<file path="config.mk">
export PLATFORM = sky130hd
export DESIGN_NAME = trig_pulse_sync
export DESIGN_NICKNAME = d
export VERILOG_FILES = /design/src/rtl/trig_pulse_sync.sv
export SDC_FILE = /design/constraint.sdc
export NUM_CORES = 2
export LEC_CHECK = 0
export CAP_MARGIN = 30
export CORE_MARGIN = 8
export CORE_UTILIZATION = 60
export DETAILED_ROUTE_END_ITERATION = 10
export PLACE_DENSITY = 0.78
export SLEW_MARGIN = 40
export SYNTH_ARGS = -nofsm -noshare
export SYNTH_HDL_FRONTEND = slang
export SYNTH_SLANG_ARGS = --single-unit
</file>
<file path="constraint.sdc">
create_clock -name clk -period 3.4 [get_ports clk]
set_input_delay 0.51 -clock clk [delete_from_list [all_inputs] [get_ports clk]]
set_output_delay 0.51 -clock clk [all_outputs]
set_load 0.05 [all_outputs]
</file>
<file path="src/rtl/trig_pulse_sync.sv">
// trig_pulse_sync: synchronizes async trigger pulses, emits dead-timed hit strobes, counts hits
module trig_pulse_sync #(
  parameter int WIDTH = 48,
  parameter int DEAD  = 4,
  parameter int CNT_W = 16,
  parameter int AW    = 6
) (
  input  logic             clk,
  input  logic             reset,
  input  logic [WIDTH-1:0] pulse_n,
  input  logic [WIDTH-1:0] enable,
  input  logic             clr_cnt,
  input  logic             rd_req,
  input  logic [AW-1:0]    rd_addr,
  output logic [WIDTH-1:0] hit,
  output logic [WIDTH-1:0] busy,
  output logic [CNT_W-1:0] rd_data,
  output logic             rd_valid
);
  localparam logic [7:0] DEAD_V = 8'(DEAD);
  logic [WIDTH-1:0] s1, s2, s3, acc;
  logic [7:0]       dead [WIDTH];
  logic [CNT_W-1:0] cnt  [WIDTH];
  logic [1:0]       arm_cnt;
  logic             armed;
  // busy mirrors dead!=0, so it stands in for the dead-time test
  assign acc = s2 & ~s3 & enable & ~busy & {WIDTH{armed}};
  // synchronizer, arm delay, hit strobes, dead-time and hit counters
  always_ff @(posedge clk) begin
    if (reset) begin
      s1 <= '0;
      s2 <= '0;
      s3 <= '0;
      hit <= '0;
      busy <= '0;
      arm_cnt <= '0;
      armed <= 1'b0;
      for (int i = 0; i < WIDTH; i++) begin
        dead[i] <= '0;
        cnt[i] <= '0;
      end
    end else begin
      s1 <= ~pulse_n;
      s2 <= s1;
      s3 <= s2;
      hit <= acc;
      if (!armed) begin
        arm_cnt <= arm_cnt + 2'd1;
        armed <= arm_cnt == 2'd2;
      end
      for (int i = 0; i < WIDTH; i++) begin
        if (acc[i]) begin
          dead[i] <= DEAD_V;
          busy[i] <= 1'b1;
        end else if (busy[i]) begin
          dead[i] <= dead[i] - 8'd1;
          busy[i] <= dead[i] != 8'd1;
        end
        if (clr_cnt) cnt[i] <= '0;
        else if (acc[i] && !(&cnt[i])) cnt[i] <= cnt[i] + 1'b1;
      end
    end
  end
  // one-cycle read port; out-of-range channels read as zero
  always_ff @(posedge clk) begin
    if (reset) begin
      rd_valid <= 1'b0;
      rd_data <= '0;
    end else begin
      rd_valid <= rd_req;
      if (rd_req) rd_data <= (32'(rd_addr) < WIDTH) ? cnt[rd_addr] : '0;
    end
  end
endmodule

</file>
After elaboration in Yosys (flattened, before gate mapping)
Memories as Yosys holds them, arrays and structs flattened.
Index checks and enable logic that the tools add are counted.
{ "totals": {"ff_bits": 260, "mem_bits_ro": 0, "latch_bits": 0, "out_inout_bits": 113, "mem_count": 2, "elab_cells": 1324, "mem_bits_rw": 1152, "inputBits": 106} }
{ "memory_table": {"columns": ["name", "depth", "width", "rd", "rd_clocked_by_memory_dff", "wr", "line", "text"], "rows": [
  ["cnt", 48, 16, 49, 0, 48, "23", "logic [CNT_W-1:0] cnt [WIDTH];"],
  ["dead", 48, 8, 48, 0, 48, "22", "logic [7:0] dead [WIDTH];"]
]} }
{ "classes": {"div_mod_pow": 0, "bitwise": 199, "shifts": 0, "multipliers": 0, "n_lt_le_gt_ge": 1, "muxes": 823, "eq_ne": 49, "n_addsub": 97, "reduce_logical": 144} }
{ "op_table": {"columns": ["operator", "n"], "rows": [
  ["16-bit 2-to-1 mux", 97],
  ["16-bit by 1-bit adder with 16-bit output (second input constant)", 48],
  ["8-bit 2-to-1 mux", 96],
  ["16-bit AND reduction", 48],
  ["1-bit 2-to-1 mux", 630],
  ["8-bit by 1-bit != test with 1-bit output (second input constant)", 48],
  ["8-bit by 1-bit subtractor with 8-bit output (second input constant)", 48],
  ["48-bit AND", 4],
  ["1-bit bitwise OR", 192],
  ["48-bit NOT", 3],
  ["1-bit logical AND", 48],
  ["1-bit zero test", 48],
  ["6-bit < comparator (second input constant)", 1],
  ["2-bit by 1-bit adder with 2-bit output (second input constant)", 1],
  ["2-bit == test (second input constant)", 1]
]} }

Logic depth before layout (Yosys ltp)
{ "logic_depth": {"word_depth": 11, "mapped_depth": 9, "mapped_depth_nobuf": 6} }

Worst setup path after synthesis
Ideal clock, no wire load.
{ "synth_path": {"path_kind": "input to register", "startpoint": "in reset", "endpoint": "mem cnt[47][0], enable pin", "t_required_ns": 3.028, "arrival_ns": 2.172, "stages": 6, "slack_ns": 0.856, "cell_sequence": "or2_1 -> clkbuf_1 -> or4_4 -> a41o_1 -> buf_2 -> nand2_1"} }
{ "synth_lines": {"columns": ["element", "line", "text"], "rows": [
  ["start: declaration", "9", "input logic reset,"],
  ["end: declaration", "23", null]
]} }

==> results list <==
* Post-layout total power: 40.0 mW
* Filler-free cell count of the finished design: 8733
- After the last flow step, the layout net total stands at 7232.
* Layout cells sized above 1: 8.19%
- STA classifies the critical path endpoint as a flip-flop.
- After clock tree synthesis, the setup repair step added 0 buffers.
- Reg2Reg Launch Point: cnt[4][0]
- Placement Setup Slack: 0.215 ns
* Synthesized net count: 6964
* Detailed-route DRC error count: 0
* Clock transition time at the flip-flop clock pins of the worst setup and hold paths: 0.06 ns
* Critical Path Source Type: input port
- The run finished with clean final reports.
* WP data required: 3.81 ns
- The routed design has roughly 180000 um of wire.
* Worst hold slack: 0.234 ns
- In this run the deepest clock path goes through 3 buffers.
- The die covers 0.134 mm^2.
- Setup repair after global routing left no endpoint under its margin.
- Setup ws final: around 0.6 ns
- Port buffering added 218 buffers.
- Summed area of non-filler cells in the final layout: 0.0827 mm^2
- Number of warnings reported in the yosys synthesis log: 0
- Delay contributed by the slowest stage of the critical path: roughly 0.58 ns
- Entering global routing, the biggest net connects 210 pins.
* Worst-case hold path end point: cnt[6][12]
* Antenna-violating nets left: 0
- Data on the critical path arrives at its endpoint at approximately 3.2 ns.
- The first global-routing pass estimated 286000 um of wire.
- After synthesis the netlist holds a flip-flop and latch count of 1412.
* Max-slew headroom at the worst pin: about two fifths
- Area after DPL: 0.0777 mm^2
- Setup slack on the worst reg-to-reg path comes out at 0.67 ns.
* Final weighted congestion in routability-driven placement: 0.968
- For the final routed database, the setup TNS stands at 0 ns.
- Compared with the post-synthesis result, the final layout area differs by 12.5%.
* Average footprint of a synthesized cell: 10.9 um^2
* Clock tree sinks: 1412
- Measured along the x axis, the die boundary spans 366 um.
- In this run the core area contains 128 standard-cell rows.
- Power density over the cells: about 480 mW/mm^2
- Proportion of register bits with asynchronous set or reset after synthesis: 0%
- Counting every instance in the synthesized netlist gives 6713.
* Actual transition at the worst max-transition pin: 0.897 ns
- Peak Freq: 358 MHz
* Clock tree from TritonCTS: done
- Yosys mapped the design onto 57 distinct sky130hd cell types.
- In this run the worst path has a maximum fanout of 29.
* Number of gates given a new drive strength after cts: 0
* Half-perimeter wire length after detailed placement: about 130000 um
- TritonCTS created 149 clock buffers.
- Area of the mapped netlist: 0.0735 mm^2
- The tightest min-delay check is of the input port to flip-flop type.
* Number of levels in the clock H-tree: 4
- Endpoint of the worst-slack reg-to-reg timing path: cnt[4][8]
- The clock period could shrink to around 2.8 ns.
- Initial standard-cell utilization of the core: 60.4%
- Static leakage: 28.7 nW
* # setup viols final: 0
- For this run the aggregate overflow at the end of global routing stands at 0.
- Number of top-level pins: around 220
- Maximum ir drop on the vdd rail: 0.496 mV
- Cell type of the slowest stage on the worst timing path: sky130_fd_sc_hd__dlygate4sd3_1
- The startpoint identified for the worst hold timing path is clr_cnt.
- Area inside the core boundary: around 0.12 mm^2
- Kind of critical path: input port to flip-flop
- Count of flip-flops with a built-in enable after synthesis: 1152
* Cells traversed along the worst timing path: dlygate4sd3_1, buf_8, and2b_1, buf_12, nand2_1, or2_2, a31o_2, nand2_1
* Total GRT Usage: between 20% and 30%
- Among all flip-flop cells after synthesis, the most frequent one is sky130_fd_sc_hd__edfxtp_1.
- The via count of the first global-routing pass is 51100.
* Detailed-route via count: approximately 53000
* Post-Place Cells: 8452
- Per-cell routed wire length: 21.0 um
- R2r worst-path depth: 6
- Violation count after the first detailed-route iteration: 6009
- At the later pin of the worst-skew pair, clock insertion delay measures slightly below 0.8 ns.
* Finished Core Util: 68.0%
* Hold-critical path depth: 2
- The number of hold violations in the final report was 0.
- The final critical path takes up 82.1% of the cycle.
* Critical Path Most Common Cell: sky130_fd_sc_hd__nand2_1
- The initial antenna violation count is 6.
* Average via count per standard cell: 6.01
- Sequential area share after synthesis: 54.2%
* Max-cap violations: 0
* DR pass1 iterations: 7
* Max Transition Viols Final: 0
* DIE HEIGHT: 366 um
- On the final layout, the worst clock skew is roughly 0.030 ns.
* CTS root buf: sky130_fd_sc_hd__clkbuf_16
worst max path at each step:
stage	from	slack, ns	to
after floorplan	reset	0.86	cnt[47][0]
after global placement	rd_addr[0]	0.18	rd_data[10]
after detailed placement	enable[42]	0.22	cnt[42][1]
after CTS	reset	0.66	cnt[23][13]
after global routing	cnt[0][2]	0.48	cnt[0][4]
final	reset	0.61	cnt[26][13]
timing repair:
action / in CTS / in global routing
endpoints found under the hold margin: 4 / 0
hold buffers: 1 / 0
setup endpoints to repair: 0 / 0
layout by cell type, fill, tap and decap left out, types with 88 or more instances in the layout:
cell,count
sky130_fd_sc_hd__nor2_1,1412
sky130_fd_sc_hd__edfxtp_1,1152
sky130_fd_sc_hd__xnor2_1,559
sky130_fd_sc_hd__nand2_1,471
sky130_fd_sc_hd__xor2_1,371
sky130_fd_sc_hd__inv_1,278
sky130_fd_sc_hd__dfxtp_1,259
sky130_fd_sc_hd__nand3_1,257
sky130_fd_sc_hd__clkdlybuf4s50_1,212
sky130_fd_sc_hd__mux4_2,153
sky130_fd_sc_hd__clkbuf_16,152
sky130_fd_sc_hd__ha_1,145
sky130_fd_sc_hd__nor3_1,140
sky130_fd_sc_hd__buf_4,121
sky130_fd_sc_hd__nor2b_1,116
sky130_fd_sc_hd__nand4_1,110
sky130_fd_sc_hd__o21ai_0,104
sky130_fd_sc_hd__mux2i_1,89
sky130_fd_sc_hd__nor4b_1,88
cell usage after synthesis (89+ instances only):
cell type	instances	area [um^2]
sky130_fd_sc_hd__inv_1	278	1040
sky130_fd_sc_hd__nand2_1	471	1770
sky130_fd_sc_hd__xnor2_1	559	4900
sky130_fd_sc_hd__clkbuf_1	116	435
sky130_fd_sc_hd__xor2_1	371	3250
sky130_fd_sc_hd__o21ai_0	104	521
sky130_fd_sc_hd__edfxtp_1	1152	34600
sky130_fd_sc_hd__nand3_1	257	1290
sky130_fd_sc_hd__ha_1	145	1810
sky130_fd_sc_hd__nor2b_1	117	732
sky130_fd_sc_hd__nor2_1	1413	5300
sky130_fd_sc_hd__nor3_1	140	701
sky130_fd_sc_hd__mux4_2	153	3450
sky130_fd_sc_hd__dfxtp_1	260	5200
sky130_fd_sc_hd__nand4_1	110	688
sky130_fd_sc_hd__mux2i_1	89	891
sequential cells by signal, summed over array words and instances (netlist names):
name / flops
hit: 48
s3: 48
arm_cnt: 2
s2: 48
armed: 1
rd_data: 16
s1: 48
dead: 384
busy: 48
cnt: 768
rd_valid: 1
logic make-up after synthesis:
kind of cell | Yosys count | synth area share (%)
multiplexers | 242 | 5.90
XOR/XNOR | 930 | 11.1
AO/OA/AOI/OAI | 345 | 3.05
adder cells (fa/ha/maj) | 145 | 2.47
flip-flops | 1412 | 54.2
AND/OR/NAND/NOR | 3127 | 20.4
buffers and inverters | 512 | 2.97
routing by layer:
metal  vias up  GRT usage [%]  part of all wire (%)
li1      24300              -                     -
met2      2297           41.5                    46
met1     25500           36.4                    41
met5         -              0                 0.020
met3       397           5.81                   9.7
met4         6           10.1                   4.0
where the power goes:
part | total [mW] | switching, mW | internal, mW
Clock | 16.6 | 7.00 | 9.55
Sequential | 20.4 | 0.961 | 19.5
Combinational | 3.01 | 1.71 | 1.30
Total | 40.0 | 9.67 | 30.3
critical path, delay by kind of cell:
kind / cells / cell delay (ns)
buffers and inverters: 3 / 0.96
AND/OR/NAND/NOR: 4 / 1.35
AO/OA/AOI/OAI: 1 / 0.33
final cells by class:
| cell class | count | area, um^2 |
|---|---|---|
| flip-flops and latches | 1412 | 39800 |
| fillers | 8759 | 39000 |
| multi-input cells | 4789 | 31500 |
| clock buffers | 205 | 4150 |
| repair buffers | 351 | 3340 |
| well taps | 1625 | 2030 |
| inverters | 278 | 1040 |
| clock inverters | 71 | 803 |
| diodes | 2 | 5.00 |
Power figures use the tool's default switching activity.
